`src/rtl/rs232_pkg.sv`:
```
// Shared types for the RS232 receiver: FSM states, per-word status flags,
// default timing constants and the 3-sample majority vote.
package rs232_pkg;

   localparam int BAUD_DIV_DEFAULT   = 27;
   localparam int OVERSAMPLE_DEFAULT = 16;

   typedef enum logic [2:0] {
      ST_IDLE,
      ST_START,
      ST_DATA,
      ST_PARITY,
      ST_STOP
   } rx_state_e;

   // A FIFO word is {rx_flags_t, data}; data width is a per-instance parameter,
   // so it is appended by the users of this struct rather than held inside it.
   typedef struct packed {
      logic brk;
      logic framing_err;
      logic parity_err;
   } rx_flags_t;

   localparam int RX_FLAG_BITS = $bits(rx_flags_t);

   function automatic logic maj3(input logic a, input logic b, input logic c);
      return (a & b) | (a & c) | (b & c);
   endfunction

endpackage

```
`src/rtl/rs232_rx_core_if.sv`:
```
// Consumer-side bundle of the RS232 receiver: show-ahead head word, handshake
// and FIFO status.
interface rs232_rx_core_if #(
   parameter int DATA_WIDTH = 8,
   parameter int ADDR_WIDTH = 7
);
   logic                  rx_ready;
   logic                  clear_overrun;
   logic                  rx_valid;
   logic [DATA_WIDTH-1:0] rx_data;
   logic                  rx_parity_err;
   logic                  rx_framing_err;
   logic                  rx_break;
   logic [ADDR_WIDTH:0]   fifo_used;
   logic                  overrun;

   modport master (
      input  rx_ready, clear_overrun,
      output rx_valid, rx_data, rx_parity_err, rx_framing_err, rx_break,
             fifo_used, overrun
   );

   modport slave (
      output rx_ready, clear_overrun,
      input  rx_valid, rx_data, rx_parity_err, rx_framing_err, rx_break,
             fifo_used, overrun
   );
endinterface

```
`src/rtl/rs232_rx_fifo.sv`:
```
// Show-ahead synchronous FIFO; read data is the current head, a pop advances it.
// Pointers carry one extra bit so used = wr_ptr - rd_ptr spans 0..DEPTH.
module rs232_rx_fifo #(
   parameter int WIDTH      = 11,
   parameter int DEPTH      = 128,
   parameter int ADDR_WIDTH = 7
) (
   input  logic                  clk,
   input  logic                  reset_n,
   input  logic                  wr_en,
   input  logic [WIDTH-1:0]      wr_data,
   input  logic                  rd_en,
   output logic [WIDTH-1:0]      rd_data,
   output logic                  full,
   output logic                  empty,
   output logic [ADDR_WIDTH:0]   used
);

   logic [WIDTH-1:0]    mem [DEPTH];
   logic [ADDR_WIDTH:0] wr_ptr;
   logic [ADDR_WIDTH:0] rd_ptr;
   logic                do_wr;
   logic                do_rd;

   assign used    = wr_ptr - rd_ptr;
   assign empty   = (used == '0);
   assign full    = (used == (ADDR_WIDTH+1)'(DEPTH));
   assign do_rd   = rd_en && !empty;
   // A pop frees the head slot in the same edge, so a full FIFO still accepts.
   assign do_wr   = wr_en && (!full || do_rd);
   assign rd_data = mem[rd_ptr[ADDR_WIDTH-1:0]];

   always_ff @(posedge clk) begin
      if (do_wr) mem[wr_ptr[ADDR_WIDTH-1:0]] <= wr_data;
   end

   always_ff @(posedge clk or negedge reset_n) begin
      if (!reset_n) begin
         wr_ptr <= '0;
         rd_ptr <= '0;
      end else begin
         if (do_wr) wr_ptr <= wr_ptr + 1'b1;
         if (do_rd) rd_ptr <= rd_ptr + 1'b1;
      end
   end

endmodule

```
`src/rtl/rs232_rx_core.sv`:
```
// RS232 receiver: synchroniser, oversampled bit FSM with majority voting, and
// a show-ahead receive FIFO with sticky overrun.
//
//   state     | meaning
//   ST_IDLE   | line idle, tick counters held at 0, waiting for a falling edge
//   ST_START  | start bit; majority 1 is a false start
//   ST_DATA   | DATA_WIDTH data bits, LSB first
//   ST_PARITY | parity bit (only when PARITY_EN)
//   ST_STOP   | STOP_BITS stop bits; word written after the last majority
module rs232_rx_core
   import rs232_pkg::*;
#(
   parameter int DATA_WIDTH = 8,
   parameter int BAUD_DIV   = BAUD_DIV_DEFAULT,
   parameter int OVERSAMPLE = OVERSAMPLE_DEFAULT,
   parameter int PARITY_EN  = 0,
   parameter int PARITY_ODD = 0,
   parameter int STOP_BITS  = 1,
   parameter int FIFO_DEPTH = 128,
   parameter int ADDR_WIDTH = 7
) (
   input  logic            clk,
   input  logic            reset_n,
   input  logic            serial_data_in,
   rs232_rx_core_if.master rx_if
);

   localparam int BCW = (BAUD_DIV > 1) ? $clog2(BAUD_DIV) : 1;
   localparam int PHW = $clog2(OVERSAMPLE);
   localparam int BIW = (DATA_WIDTH > 1) ? $clog2(DATA_WIDTH) : 1;
   localparam int WW  = DATA_WIDTH + RX_FLAG_BITS;

   localparam logic [BCW-1:0] BAUD_LAST = BCW'(BAUD_DIV - 1);
   localparam logic [PHW-1:0] PH_S0     = PHW'(OVERSAMPLE/2 - 1);
   localparam logic [PHW-1:0] PH_S2     = PHW'(OVERSAMPLE/2 + 1);
   localparam logic [PHW-1:0] PH_LAST   = PHW'(OVERSAMPLE - 1);
   localparam logic [BIW-1:0] BIT_LAST  = BIW'(DATA_WIDTH - 1);
   localparam logic           STOP_LAST = 1'(STOP_BITS - 1);
   localparam logic           PAR_ODD   = (PARITY_ODD != 0);

   logic                  rxd_meta, rxd_s, rxd_d;
   rx_state_e             state;
   logic [BCW-1:0]        baud_cnt;
   logic [PHW-1:0]        phase;
   logic [BIW-1:0]        bit_idx;
   logic                  stop_idx;
   logic [1:0]            samp;
   logic                  bit_val;
   logic [DATA_WIDTH-1:0] shreg;
   logic                  parity_bit;
   logic                  ferr;
   logic                  wr_en;
   logic [WW-1:0]         wr_word;

   logic                  tick;
   logic                  maj_now;
   logic                  ferr_final;
   logic                  perr_calc;
   logic                  brk_calc;

   assign tick       = (state != ST_IDLE) && (baud_cnt == BAUD_LAST);
   assign maj_now    = maj3(samp[1], samp[0], rxd_s);
   assign ferr_final = ferr | ~maj_now;
   assign perr_calc  = (PARITY_EN != 0) ? ((^{shreg, parity_bit}) != PAR_ODD) : 1'b0;
   assign brk_calc   = (shreg == '0) && ((PARITY_EN == 0) || !parity_bit) && ferr_final;

   always_ff @(posedge clk or negedge reset_n) begin
      if (!reset_n) begin
         rxd_meta   <= 1'b1;
         rxd_s      <= 1'b1;
         rxd_d      <= 1'b1;
         state      <= ST_IDLE;
         baud_cnt   <= '0;
         phase      <= '0;
         bit_idx    <= '0;
         stop_idx   <= 1'b0;
         samp       <= '0;
         bit_val    <= 1'b0;
         shreg      <= '0;
         parity_bit <= 1'b0;
         ferr       <= 1'b0;
         wr_en      <= 1'b0;
         wr_word    <= '0;
      end else begin
         rxd_meta <= serial_data_in;
         rxd_s    <= rxd_meta;
         rxd_d    <= rxd_s;
         wr_en    <= 1'b0;
         if (state == ST_IDLE) begin
            baud_cnt <= '0;
            phase    <= '0;
            if (rxd_d && !rxd_s) begin
               state <= ST_START;
               samp  <= '0;
            end
         end else begin
            baud_cnt <= tick ? '0 : baud_cnt + 1'b1;
            if (tick) begin
               phase <= (phase == PH_LAST) ? '0 : phase + 1'b1;
               if (phase >= PH_S0 && phase <= PH_S2) samp <= {samp[0], rxd_s};
               if (phase == PH_S2) begin
                  bit_val <= maj_now;
                  // The word goes out mid stop bit so a back-to-back start edge is not missed.
                  if (state == ST_STOP) begin
                     ferr <= ferr_final;
                     if (stop_idx == STOP_LAST) begin
                        wr_en   <= 1'b1;
                        wr_word <= {brk_calc, ferr_final, perr_calc, shreg};
                        state   <= ST_IDLE;
                     end
                  end
               end
               if (phase == PH_LAST) begin
                  case (state)
                     ST_START: begin
                        state   <= bit_val ? ST_IDLE : ST_DATA;
                        bit_idx <= '0;
                     end
                     ST_DATA: begin
                        shreg   <= {bit_val, shreg[DATA_WIDTH-1:1]};
                        bit_idx <= bit_idx + 1'b1;
                        if (bit_idx == BIT_LAST) begin
                           state    <= (PARITY_EN != 0) ? ST_PARITY : ST_STOP;
                           stop_idx <= 1'b0;
                           ferr     <= 1'b0;
                        end
                     end
                     ST_PARITY: begin
                        parity_bit <= bit_val;
                        state      <= ST_STOP;
                        stop_idx   <= 1'b0;
                        ferr       <= 1'b0;
                     end
                     ST_STOP:  stop_idx <= 1'b1;
                     default:  state    <= ST_IDLE;
                  endcase
               end
            end
         end
      end
   end

   logic          fifo_full;
   logic          fifo_empty;
   logic [WW-1:0] fifo_head;
   logic          pop;
   logic          drop;
   logic          overrun_q;
   rx_flags_t     head_flags;

   assign pop  = !fifo_empty && rx_if.rx_ready;
   assign drop = wr_en && fifo_full && !pop;

   rs232_rx_fifo #(
      .WIDTH      (WW),
      .DEPTH      (FIFO_DEPTH),
      .ADDR_WIDTH (ADDR_WIDTH)
   ) u_fifo (
      .clk     (clk),
      .reset_n (reset_n),
      .wr_en   (wr_en),
      .wr_data (wr_word),
      .rd_en   (pop),
      .rd_data (fifo_head),
      .full    (fifo_full),
      .empty   (fifo_empty),
      .used    (rx_if.fifo_used)
   );

   // A drop in the same cycle as a clear wins, so no lost frame goes unreported.
   always_ff @(posedge clk or negedge reset_n) begin
      if (!reset_n)                 overrun_q <= 1'b0;
      else if (drop)                overrun_q <= 1'b1;
      else if (rx_if.clear_overrun) overrun_q <= 1'b0;
   end

   assign {head_flags, rx_if.rx_data} = fifo_head;
   assign rx_if.rx_valid       = !fifo_empty;
   assign rx_if.rx_break       = head_flags.brk;
   assign rx_if.rx_framing_err = head_flags.framing_err;
   assign rx_if.rx_parity_err  = head_flags.parity_err;
   assign rx_if.overrun        = overrun_q;

endmodule
```
`src/flat_wrapper.sv`:
```
// flat-port wrapper written by rule: the top's interface ports become plain ports
module rs232_rx_core_flat import rs232_pkg::*;
#(
   parameter int DATA_WIDTH = 8,
   parameter int BAUD_DIV   = BAUD_DIV_DEFAULT,
   parameter int OVERSAMPLE = OVERSAMPLE_DEFAULT,
   parameter int PARITY_EN  = 0,
   parameter int PARITY_ODD = 0,
   parameter int STOP_BITS  = 1,
   parameter int FIFO_DEPTH = 128,
   parameter int ADDR_WIDTH = 7
)
  (clk, reset_n, serial_data_in, rx_if_rx_ready, rx_if_clear_overrun, rx_if_rx_valid, rx_if_rx_data, rx_if_rx_parity_err, rx_if_rx_framing_err, rx_if_rx_break, rx_if_fifo_used, rx_if_overrun);
  rs232_rx_core_if #(.DATA_WIDTH(DATA_WIDTH), .ADDR_WIDTH(ADDR_WIDTH)) rx_if_i ();
  input  logic clk;
  input  logic reset_n;
  input  logic serial_data_in;
  input wire logic [$bits(rx_if_i.rx_ready)-1:0] rx_if_rx_ready;
  input wire logic [$bits(rx_if_i.clear_overrun)-1:0] rx_if_clear_overrun;
  output wire logic [$bits(rx_if_i.rx_valid)-1:0] rx_if_rx_valid;
  output wire logic [$bits(rx_if_i.rx_data)-1:0] rx_if_rx_data;
  output wire logic [$bits(rx_if_i.rx_parity_err)-1:0] rx_if_rx_parity_err;
  output wire logic [$bits(rx_if_i.rx_framing_err)-1:0] rx_if_rx_framing_err;
  output wire logic [$bits(rx_if_i.rx_break)-1:0] rx_if_rx_break;
  output wire logic [$bits(rx_if_i.fifo_used)-1:0] rx_if_fifo_used;
  output wire logic [$bits(rx_if_i.overrun)-1:0] rx_if_overrun;
  assign rx_if_i.rx_ready = rx_if_rx_ready;
  assign rx_if_i.clear_overrun = rx_if_clear_overrun;
  assign rx_if_rx_valid = rx_if_i.rx_valid;
  assign rx_if_rx_data = rx_if_i.rx_data;
  assign rx_if_rx_parity_err = rx_if_i.rx_parity_err;
  assign rx_if_rx_framing_err = rx_if_i.rx_framing_err;
  assign rx_if_rx_break = rx_if_i.rx_break;
  assign rx_if_fifo_used = rx_if_i.fifo_used;
  assign rx_if_overrun = rx_if_i.overrun;
  rs232_rx_core #(.DATA_WIDTH(DATA_WIDTH), .BAUD_DIV(BAUD_DIV), .OVERSAMPLE(OVERSAMPLE), .PARITY_EN(PARITY_EN), .PARITY_ODD(PARITY_ODD), .STOP_BITS(STOP_BITS), .FIFO_DEPTH(FIFO_DEPTH), .ADDR_WIDTH(ADDR_WIDTH)) u_core (.clk(clk), .reset_n(reset_n), .serial_data_in(serial_data_in), .rx_if(rx_if_i));
endmodule
```
`config.mk`:
```
export PLATFORM = sky130hd
export DESIGN_NAME = rs232_rx_core_flat
export DESIGN_NICKNAME = d
export VERILOG_FILES = /design/src/rtl/rs232_pkg.sv /design/src/rtl/rs232_rx_core_if.sv /design/src/rtl/rs232_rx_fifo.sv /design/src/rtl/rs232_rx_core.sv /design/src/flat_wrapper.sv
export SDC_FILE = /design/constraint.sdc
export NUM_CORES = 2
export LEC_CHECK = 0
export CORE_UTILIZATION = 60
export DETAILED_ROUTE_END_ITERATION = 16
export PLACE_DENSITY = 0.75
export SETUP_SLACK_MARGIN = 0.2
export SKIP_CTS_REPAIR_TIMING = 1
export SYNTH_ARGS = -nofsm -noshare
export SYNTH_HDL_FRONTEND = slang
export SYNTH_SLANG_ARGS = --single-unit
export TNS_END_PERCENT = 1
```
`constraint.sdc`:
```
create_clock -name clk -period 12.05 [get_ports clk]
set_input_delay 1.8075 -clock clk [delete_from_list [all_inputs] [get_ports clk]]
set_output_delay 1.8075 -clock clk [all_outputs]
set_load 0.005 [all_outputs]
```
Yosys cells after proc, flatten, opt, wreduce, memory -nomap -nowiden
Memories as Yosys holds them, arrays and structs flattened.
Cells that the tools add are included.
- register bits after elaboration: 59
- latch bits: 0
- memory bits (writable): 1280
- memory bits (read-only): 0
- input bits: 5
- output and inout bits: 21
- word-level logic and storage cells: 113
- memories kept: 1
- memory list (name ; depth ; bits a word ; rd ports ; clocked after memory_dff ; write ports ; RTL line ; text):
    u_core.u_fifo.mem ; 128 ; 10 ; 1 ; 0 ; 1 ; rs232_rx_fifo.sv:19 ; logic [WIDTH-1:0] mem [DEPTH];
- $add $sub $neg: 6
- multipliers: 0
- divide/modulo/power cells: 0
- magnitude comparators: 2
- equal/unequal tests: 11
- shift operators: 0
- multiplexer cells: 36
- bitwise operators: 9
- reduce and logical (&&, ||, !) cells: 31
- operators with widths (kind ; count):
    $mux W3 ; 8
    $add A8 B1 Y8 const B ; 2
    $logic_not A8 Y1 ; 2
    $mux W1 ; 14
    $mux W4 ; 3
    $pmux W3 S4 ; 1
    $mux W2 ; 5
    $mux W5 ; 2
    $reduce_and A5 Y1 ; 2
    $logic_and A1 B1 Y1 ; 9
    $eq A4 B4 Y1 const B ; 2
    $eq A8 B8 Y1 const B ; 1
    $reduce_and A4 Y1 ; 2
    $reduce_bool A2 Y1 ; 4
    $sub A8 B8 Y8 ; 1
    $eq A3 B2 Y1 const B ; 2
    $eq A3 B3 Y1 const B ; 2
    $pmux W3 S2 ; 1
    $reduce_and A3 Y1 ; 2
    $reduce_bool A3 Y1 ; 2
    $add A5 B1 Y5 const B ; 1
    $eq A5 B5 Y1 const B ; 1
    $add A4 B1 Y4 const B ; 1
    $ge A4 B3 Y1 const B ; 1
    14 further kinds ; 24

Depth between registers and ports, before layout
- word-level depth: 10
- gate-level depth with buffers: 15
- mapped depth without buffers: 10

By module
A second synthesis with hierarchy kept.
- cells, all modules: 2801
- area total of the unflattened synthesis: 57714.1 sq um
- by module, submodules not included (module ; times used ; cells each ; area each (sq um) ; sequential area each (sq um)):
    rs232_rx_fifo ; 1 ; 2628 ; 55689.7 ; 42680.9
    rs232_rx_core ; 1 ; 173 ; 2024.4 ; 1079.8

Worst setup path after synthesis
Ideal clock, no wire load.
- path kind: reg2out
- start point: register u_core.u_fifo.rd_ptr[2]
- end point: output port rx_if_rx_valid
- data arrival time: 3296 ps
- required time: 10242 ps
- setup slack: 6946 ps
- cell stages (with the launch flop): 12
- buffers on the path: 4
- path through: dfrtp_1 buf_1 inv_2 clkbuf_1 clkbuf_1 ha_1 a21oi_1 a21bo_1 xor2_1 or4_4 or4_1 clkbuf_1
- cells in the longest elaborated chain, start to end: 3
- RTL lines (element ; RTL line ; text):
    start: declaration ; rs232_rx_fifo.sv:21 ; logic [ADDR_WIDTH:0] rd_ptr;
    start signal: assignment ; rs232_rx_fifo.sv:43 ; if (do_rd) rd_ptr <= rd_ptr + 1'b1;
    $sub A8 B8 Y8 ; rs232_rx_fifo.sv:25 ; assign used = wr_ptr - rd_ptr;
    named net rx_if_fifo_used[3] ; flat_wrapper.sv:25 ; output wire logic [$bits(rx_if_i.fifo_used)-1:0] rx_if_fifo_used;
    $logic_not A8 Y1 ; rs232_rx_fifo.sv:26 ; assign empty = (used == '0);
    $logic_not A1 Y1 ; rs232_rx_core.sv:178 ; assign rx_if.rx_valid = !fifo_empty;
    end: declaration ; flat_wrapper.sv:20 ; output wire logic [$bits(rx_if_i.rx_valid)-1:0] rx_if_rx_valid;
The timed path passes the listed nets, and every way through them passes these cells.

Final worst setup path
- start point: register u_core.u_fifo.rd_ptr[0]
- end point: output port rx_if_rx_framing_err
- cells in the longest elaborated chain, start to end: 1
- RTL lines (element ; RTL line ; text):
    $mem_v2 Z128 W10 ; -- ;
    end: declaration ; flat_wrapper.sv:23 ; output wire logic [$bits(rx_if_i.rx_framing_err)-1:0] rx_if_rx_framing_err;
No other way between the ends.

==> results.json <==
{
  "diodes": 0,
  "syn2layout_area_growth_pct": 10.56,
  "routed_wl_um": 123300,
  "arrival_ns": 5.67,
  "via_per_inst": 6.815,
  "ys_types": 65,
  "synth_nets": 2680,
  "worstPathRequired_ns": 10.24,
  "ys_ff_latch": 1339,
  "fin_nets": 2730,
  "grt_max_degree": 140,
  "drv_cap": 0,
  "worst_slew_pin_slew_ns": 1.298,
  "topRoutingLayerUsed": "met5",
  "synth_top_area_share": 0.7291,
  "critPathKind": "reg2out",
  "tritoncts": "yes",
  "met2WireLength_um": 58210,
  "grt_setup_unrepaired": "no",
  "grt_pass1_wl_um": 181400,
  "track_usage": 0.2823,
  "post-place-ws_ns": 5.352,
  "drc": 0,
  "dpl.hpwl_um": 71070,
  "fin_area_um2": 58290,
  "n_fill_cell": 5339,
  "power_density_nw_per_um2": 201.4,
  "multi_input_area_um2": 12080,
  "dieArea_um2": 89050,
  "crit_start": "u_core.u_fifo.rd_ptr[0]$_DFFE_PN0P_",
  "synth.yosys.seq_area_share": 0.7572,
  "insertion_delay_ns": 0.74,
  "synth_edf_count": 1280,
  "fin_worst_skew_ns": 0.02368,
  "synth_area_per_cell_um2": 19.83,
  "ys.warnings.count": 0,
  "clock-root-buffer": "clkbuf_16",
  "drive_gt1_frac": 0.2046,
  "die_w_um": 298.4,
  "report.final.slew_viol_count": 0,
  "dpl_cell_area_um2": 54140,
  "place_congestion": 0.8503,
  "p_seq_frac": 0.438,
  "cp-end-kind": "primary output",
  "wl_per_cell_um": 31.09,
  "cts_sinks": 1339,
  "ir_drop_mv": 0.2504,
  "setup_tns_ns": 0,
  "crit_path_cell_trace": "buf_12 > buf_4 > mux4_2 > nand2_1 > and3_1 > a311oi_1 > nor3_1 > a32oi_1 > clkdlybuf4s50_1",
  "clockBufferDepth": 3,
  "crit_fanout": 109,
  "initial_utilization": 0.6067,
  "p_sw_mw": 3.419,
  "fmax_mhz": 133.8,
  "fin_ws_ns": 4.575,
  "synthTopCellsByArea": "edfxtp_1 73%, mux4_2 12%, dfrtp_1 2.7%",
  "leakage_nw": 21.55,
  "path_clk_slew_ns": 0.06,
  "fin_crit_sh": 0.6203,
  "synth_async_sr_flop_share": 0.04406,
  "final_common_cell": "edfxtp_1",
  "die_h_um": 298.4,
  "path_buf_inv": 3,
  "hold_start": "u_core.rxd_meta$_DFF_PN1_",
  "grt-ovfl-total": 0,
  "synth_top_cell_by_area": "edfxtp_1",
  "slew_headroom": 0.1347,
  "setup_viol": 0,
  "final_hold_viol_count": 0,
  "final_cell_mix": "1,280 x edfxtp_1, 290 x mux4_2, 154 x nor2_1",
  "internal_power_mw": 8.318,
  "period_needed_ns": 7.475,
  "wl_met1_um": 47520,
  "slowest_delay_ns": 0.75,
  "rrSetupSlack_ns": 5.92,
  "syn_inst": 2658,
  "core_area_um2": 86890,
  "dr_wl_met3_um": 13330,
  "start_kind": "flop",
  "hold_path_class": "reg2reg",
  "synth_flop_cell": "edfxtp_1",
  "rows": 108,
  "cpLargestDelayFamily": "buffers and inverters",
  "drt-pass1-iter-count": 8,
  "netSwitchingFraction": 0.2913,
  "io_pins": 26,
  "slowest_stage": "dfrtp_4",
  "port_buffers": 24,
  "grt_pass1_vias": 26940,
  "timing.rr.start": "u_core.u_fifo.rd_ptr[0]$_DFFE_PN0P_",
  "antenna_found_initial": 3,
  "htree_levels": 4,
  "synth.cell_area_um2": 52720,
  "route.vias.total": 27030,
  "pwr-share-comb": 0.224,
  "ant_nets": 0,
  "clkPwrFrac": 0.338,
  "drtIter0Drc": 3701,
  "numCtsBuffers": 130,
  "status": "finished clean",
  "seq_area_um2": 39970
}
-- layer usage --
layer,GRT usage,vias to the layer above
met2,0.4284,1719
met5,0,-
met1,0.4103,14080
met4,0.09707,6
li1,-,10940
met3,0.06630,286
-- cells in the mapped netlist, types with 8 or more instances --
| library cell | count |
|---|---|
| ha_1 | 16 |
| a22o_1 | 8 |
| nor3_1 | 11 |
| and3_1 | 26 |
| a21oi_1 | 45 |
| buf_1 | 13 |
| nand2_1 | 147 |
| edfxtp_1 | 1280 |
| mux2_2 | 31 |
| nor2b_1 | 9 |
| mux4_2 | 290 |
| mux2i_1 | 138 |
| a22oi_1 | 26 |
| o22ai_1 | 19 |
| xnor2_1 | 14 |
| o21ai_0 | 51 |
| o211ai_1 | 10 |
| buf_4 | 11 |
| dfrtp_1 | 56 |
| clkbuf_1 | 77 |
| nand3_1 | 44 |
| inv_1 | 16 |
| buf_2 | 40 |
| nor2_1 | 156 |
| a31oi_1 | 32 |
| xor2_1 | 8 |
-- through the flow --
step                      hold slack (ns)  total power, mW  instances  utilization
after detailed placement           0.3548            7.843       3731       0.6231
after CTS                          0.3632            11.74       3966       0.6708
after global placement             0.3476            7.819       3731       0.6231
after global routing               0.3713            12.05       3966       0.6708
after floorplan                    0.3452            6.902       2658            -
final                              0.3633            11.74       3966       0.6708
-- final cells by class --
cell class	instances	area share
clock inverter	59	0.008758
clock buffer	176	0.06236
multi-input combinational	1155	0.2072
inverter	19	0.001267
sequential	1339	0.6857
tap	1155	0.02479
timing repair buffer	63	0.009918
-- kinds of logic (layout without fill, tap and decap cells) --
family          count (synthesis)  after routing  synth area share
compound gates                219            219           0.02632
fa+ha+maj                      18             18          0.004367
xor+xnor                       22             22          0.003655
mux                           460            460            0.1569
buf+inv                       164            317           0.01398
simple gates                  435            435           0.03748
flops                        1339           1339            0.7572
other cells                     1              1        0.00007113
-- worst register-to-register path, stage by stage (launching register included) --
cell and delay [ns]:
dfrtp_4 0.75, buf_4 0.71, ha_1 0.34, fa_1 0.23, nand2b_1 0.17, a21oi_1 0.08
o311ai_1 0.41, a21o_1 0.14, or4_1 0.64, nand3_2 1.03, nor2_1 1.27
-- power by group through the flow --
stage                     Sequential [mW]  Combinational [mW]  Clock (mW)
after floorplan                      5.15                1.75           0
after detailed placement             5.24                2.60           0
after global placement               5.24                2.58           0
final                                5.14                2.63        3.97
after CTS                            5.14                2.61        3.99
after global routing                 5.15                2.74        4.16
-- sequential cells by signal, indices dropped and copies added (netlist names), 2 cells and up --
name / flops
u_core.bit_idx: 3
u_core.wr_word: 10
u_core.state: 3
u_core.samp: 2
u_core.u_fifo.rd_ptr: 8
u_core.baud_cnt: 5
u_core.u_fifo.mem: 1280
u_core.phase: 4
u_core.shreg: 8
u_core.u_fifo.wr_ptr: 8
-- path summary, 6_finish.rpt --
kind / endpoint / depth (start not counted)
setup / recovery: rx_if_rx_framing_err / 9
hold / removal: u_core.rxd_s$_DFF_PN1_ / 0
setup reg to reg: u_core.u_fifo.mem[16][0]$_DFFE_PP_ / 10
hold reg to reg: u_core.rxd_s$_DFF_PN1_ / 0
max in group asynchronous: u_core.wr_word[5]$_DFFE_PN0P_ / 2
min in group asynchronous: u_core.rx_if.overrun$_DFFE_PN0P_ / 2
Note: power is estimated with default switching activity, not from simulation.
==> variant 1: new RTL, config.mk and constraints unchanged <==
Re-encode `rx_state_e` (5 states) as one-hot, 5 bits wide.
--- a/src/rtl/rs232_pkg.sv
+++ b/src/rtl/rs232_pkg.sv
@@ -5,12 +5,12 @@
    localparam int BAUD_DIV_DEFAULT   = 27;
    localparam int OVERSAMPLE_DEFAULT = 16;
 
-   typedef enum logic [2:0] {
-      ST_IDLE,
-      ST_START,
-      ST_DATA,
-      ST_PARITY,
-      ST_STOP
+   typedef enum logic [4:0] {
+      ST_IDLE   = 5'b00001,
+      ST_START  = 5'b00010,
+      ST_DATA   = 5'b00100,
+      ST_PARITY = 5'b01000,
+      ST_STOP   = 5'b10000
    } rx_state_e;
 
    // A FIFO word is {rx_flags_t, data}; data width is a per-instance parameter,
Check against the original RTL: no difference found for any inputs over 4 cycles, from zero or initial values and one cycle with reset_n low; so few cycles prove little.
==> variant 1 against the unedited design <==
  * Cell area hardly changed
  * Register-to-register slack worse by 270 ps
  * Setup slack better by 68 ps
  * Area after synthesis is 0.53% lower
  * Routed wire length is 4.0% lower
  * Global-route usage is 0.88 points lower
  * Sequential cell count is 2 higher
  * Clock skew is 3.8 ps higher
  * Critical path type unchanged
Power is not compared: it rests on default switching activity, and its combinational part moved more than twofold at a synthesized area within 25%.
==> variant 1: results (changes against the unedited design) <==
{| class="wikitable"
! Metric !! Value
|-
| Status || complete, no violations
|-
| Leakage dissipation || 21.5 nW
|-
| Highest clock frequency the design can meet || 135 MHz (+0.92%)
|-
| Iteration-0 DRC count of the detailed router || 3311 (-11%)
|-
| Minimum setup slack among reg-to-reg paths || 5650 ps (-270 ps)
|-
| Routed met1 length || 44.6 mm (-6.1%)
|-
| Synth top cells by count || sky130_fd_sc_hd__edfxtp_1 (1280), sky130_fd_sc_hd__mux4_2 (370), sky130_fd_sc_hd__nor2_1 (156)
|-
| Sequential cell area fraction in the yosys report || 0.762 (+0.00503)
|-
| Via total after detailed routing || 25310 (-6.4%)
|-
| First-pass GRT wire length || 173 mm (-4.4%)
|-
| Largest cells by area after synthesis || sky130_fd_sc_hd__edfxtp_1 (73%), sky130_fd_sc_hd__mux4_2 (16%), sky130_fd_sc_hd__dfrtp_1 (2.7%), sky130_fd_sc_hd__nor2_1 (1.1%), sky130_fd_sc_hd__mux2i_1 (0.80%)
|-
| Total half-perimeter wirelength after legalization and detailed placement || 68.3 mm (-3.9%)
|-
| Post-synth net total || 2423 (-9.6%)
|-
| Layout Nets || 2503 (-8.3%)
|-
| R2r worst-path depth || 12 (+2)
|-
| Setup slack after placement || 5260 ps (-95.0 ps)
|-
| First-pass DRT Iterations || 5 (-3)
|-
| GR Util All Layers || 0.274 (-0.00881)
|-
| Maximum fanout encountered on the critical timing path || 51 (-53%)
|-
| Wire length per cell after detailed routing || 31.7 um (+1.9%)
|-
| Met3 wire len || 11.8 mm (-11%)
|-
| Placement Cell Area || 53900 um2 (-0.40%)
|-
| Number of buffers inserted during clock tree synthesis || 133 (+2.3%)
|-
| Reg2Reg Capture Point || u_core.u_fifo.mem[29][4]
|-
| Mean cell area of the mapped netlist || 21.8 um2 (+10%)
|-
| Fraction of layout instances using a drive strength above 1 || 0.257 (+0.0524)
|-
| Fraction of met3 tracks used by global routing || 0.0582 (-0.00809)
|-
| Placed Cells incl. Taps || 3501 (-6.2%)
|-
| Cell variety after synth || 66 (+1.5%)
|-
| WP data arrival || 5600 ps (-70 ps)
|-
| Final estimated routing congestion in global placement || 0.888 (+4.4%)
|-
| Routed WL || 118 mm (-4.0%)
|-
| Latest clock arrival within the worst-skew pair || 730 ps
|-
| Global-route met2 utilization || 0.432 (+0.00316)
|-
| Pin count of the biggest net entering global routing || 133 (-5.0%)
|-
| Async set or reset register ratio after synthesis || 0.0455 (+0.00143)
|-
| Initial antenna violation count || 2 (-1)
|-
| Worst Max-Slew Pin Slew || 1360 ps (+61.8 ps)
|-
| Top Metal Used || met4
|-
| Global Route met1 Usage || 0.385 (-0.0258)
|-
| Metal2 WL || 58.0 mm (-0.37%)
|-
| Clock tree skew after final layout || 27.5 ps (+3.83 ps)
|-
| Number of global-route vias before repair || 25651 (-4.8%)
|-
| Critical path endpoint || rx_if_rx_data[1]
|-
| Worst-case hold slack || 362 ps (-1.41 ps)
|}
## variant 1: changes by cell type after synthesis, moves of 10 or more
cell,delta
sky130_fd_sc_hd__nand3_1,-22
sky130_fd_sc_hd__clkbuf_1,-32
sky130_fd_sc_hd__a211oi_1,+11
sky130_fd_sc_hd__o21ai_0,-25
sky130_fd_sc_hd__nand2_1,-92
sky130_fd_sc_hd__mux4_2,+80
sky130_fd_sc_hd__a21oi_1,-13
sky130_fd_sc_hd__o22ai_1,-13
sky130_fd_sc_hd__buf_2,+10
sky130_fd_sc_hd__mux2i_1,-96
sky130_fd_sc_hd__a31oi_1,-23
sky130_fd_sc_hd__and3_1,-19
## variant 1: cells by family after synthesis
family / Yosys count / synth area share
flip-flops: 1341 / 0.762
multiplexers: 443 / 0.174
AND/OR/NAND/NOR: 295 / 0.0252
buffers and inverters: 148 / 0.0139
AO/OA/AOI/OAI: 130 / 0.0164
XOR/XNOR: 25 / 0.00418
adder cells (fa/ha/maj): 18 / 0.00439
other: 1 / 0.0000715
## variant 1: cell type report
cell class | instances | area [um2]
multi-input cells | 912 | 11700
repair buffers | 76 | 651
flip-flops and latches | 1341 | 40000
clock buffers | 166 | 3630
fillers | 5179 | 28400
inverters | 17 | 68.8
clock inverters | 68 | 691
well taps | 1155 | 1450
## variant 1: critical path: stages, from the launching register on
cell                              delay [ps]
sky130_fd_sc_hd__dfrtp_4                1100
sky130_fd_sc_hd__buf_4                   770
sky130_fd_sc_hd__buf_4                   580
sky130_fd_sc_hd__mux4_2                  580
sky130_fd_sc_hd__mux2i_1                 140
sky130_fd_sc_hd__o221ai_1                140
sky130_fd_sc_hd__a211oi_1                710
sky130_fd_sc_hd__a21oi_1                 180
sky130_fd_sc_hd__clkdlybuf4s50_1         570
==> variant 2: new RTL, same settings <==
Without the edit above. `BAUD_DIV_DEFAULT`: 27 -> 54.
--- a/src/rtl/rs232_pkg.sv
+++ b/src/rtl/rs232_pkg.sv
@@ -2,7 +2,7 @@
 // default timing constants and the 3-sample majority vote.
 package rs232_pkg;
 
-   localparam int BAUD_DIV_DEFAULT   = 27;
+   localparam int BAUD_DIV_DEFAULT   = 54;
    localparam int OVERSAMPLE_DEFAULT = 16;
 
    typedef enum logic [2:0] {
Behaviour: same outputs for any inputs over 4 cycles, from zero or initial values and one cycle with reset_n low; that may be too few to reach the edited logic, so the function may still have changed.
==> variant 2 against the unedited design <==
  * Power grew 6.5%
  * Routed wire length grew 6.1%
  * Area after synthesis is essentially flat
  * Count of clock-buffer cells in the layout shrank 15
  * Setup slack lost 99 ps
  * Register-to-register slack gained 440 ps
  * Cell area grew 0.36%
  * Critical path depth shrank 1
  * Via count grew 3.8%
  * Global-route usage grew 1.4 points
  * Final cell count grew 3.3%
  * Sequential cell count grew 1
  * Critical path type unchanged
  * Critical endpoint is now rx_if_rx_break
==> variant 2: results (changes against the unedited design) <==
{| class="wikitable"
! Metric !! Value
|-
| Detail-routed via count per cell || 6.85 (+0.48%)
|-
| First-pass DRT Iterations || 6 (-2)
|-
| Layout Nets || 2860 (+4.8%)
|-
| Fin cells || 4098 (+3.3%)
|-
| Final estimated routing congestion in global placement || 0.917 (+7.9%)
|-
| Pin count of the biggest net entering global routing || 130 (-7.1%)
|-
| Maximum vdd drop || 0.000180 V (-28%)
|-
| Setup slack after placement || 5480 ps (+129 ps)
|-
| Largest cells by area after synthesis || sky130_fd_sc_hd__edfxtp_1 (73%), sky130_fd_sc_hd__mux4_2 (9.1%), sky130_fd_sc_hd__mux2i_1 (4.1%), sky130_fd_sc_hd__dfrtp_1 (2.7%), sky130_fd_sc_hd__a22oi_1 (1.8%)
|-
| GR Util All Layers || 0.296 (+0.0137)
|-
| Mean cell area of the mapped netlist || 19.1 um2 (-3.8%)
|-
| Latest clock arrival within the worst-skew pair || 720 ps (-20 ps)
|-
| Post-synthesis xor/xnor area fraction || 0.00382 (+0.000169)
|-
| Maximum fanout encountered on the critical timing path || 45 (-59%)
|-
| Cell variety after synth || 74 (+14%)
|-
| WP data arrival || 5770 ps (+100 ps)
|-
| Status || complete, no violations
|-
| Portion of netlist area occupied by mux cells || 0.138 (-0.0189)
|-
| Async set or reset register ratio after synthesis || 0.0448 (+0.000713)
|-
| Placed Cells incl. Taps || 3859 (+3.4%)
|-
| Total half-perimeter wirelength after legalization and detailed placement || 77.8 mm (+9.5%)
|-
| Routed WL || 131 mm (+6.1%)
|-
| Adder-cell area share of the yosys netlist || 0.00437 (about the same)
|-
| Number of global-route vias before repair || 27587 (+2.4%)
|-
| Post-synth net total || 2782 (+3.8%)
|}
variant 2: final cells by class:
cell class,instances,share of cell area
flip-flops and latches,1340,0.684
multi-input cells,1253,0.204
clock buffers,161,0.0614
well taps,1155,0.0247
repair buffers,90,0.0129
clock inverters,78,0.0121
inverters,21,0.00135
variant 2: worst paths after layout:
check | startpoint | endpoint | slack, ps | cells past startpoint
setup reg to reg | u_core.u_fifo.rd_ptr[2] | u_core.u_fifo.mem[38][1] | 6360 | 12
max in group asynchronous | reset_n | u_core.wr_word[5] | 10120 | 2
hold reg to reg | u_core.rxd_meta | u_core.rxd_s | 360 | 0
setup / recovery | u_core.u_fifo.rd_ptr[0] | rx_if_rx_break | 4480 | 8
hold / removal | u_core.rxd_meta | u_core.rxd_s | 360 | 0
min in group asynchronous | reset_n | u_core.rx_if.overrun | 1250 | 2
variant 2: logic make-up after synthesis:
group,Yosys count
mux,456
simple gates,453
compound gates,302
flops,1340
buf+inv,167
other cells,1
xor+xnor,23
fa+ha+maj,18
variant 2: routing by layer:
layer | vias to the layer above | share of wire | global-route usage
li1 | 11420 | - | -
met1 | 14485 | 0.37 | 0.404
met4 | 4 | 0.040 | 0.111
met3 | 348 | 0.11 | 0.0741
met2 | 1806 | 0.48 | 0.467
met5 | - | 0.00015 | 0
variant 2: power by group through the flow:
stage / Sequential (mW) / Combinational [mW] / Clock (mW)
finish: 5.16 / 3.26 / 4.08
global route: 5.16 / 3.38 / 4.26
CTS: 5.16 / 3.20 / 4.09
detailed placement: 5.26 / 3.18 / 0
global placement: 5.25 / 3.14 / 0
floorplan: 5.16 / 2.13 / 0
variant 2: stage by stage:
step | util | hold slack [ps]
global route | 0.673 | 366
finish | 0.673 | 361
detailed placement | 0.624 | 353
global placement | 0.624 | 346
CTS | 0.673 | 362
floorplan | - | 345
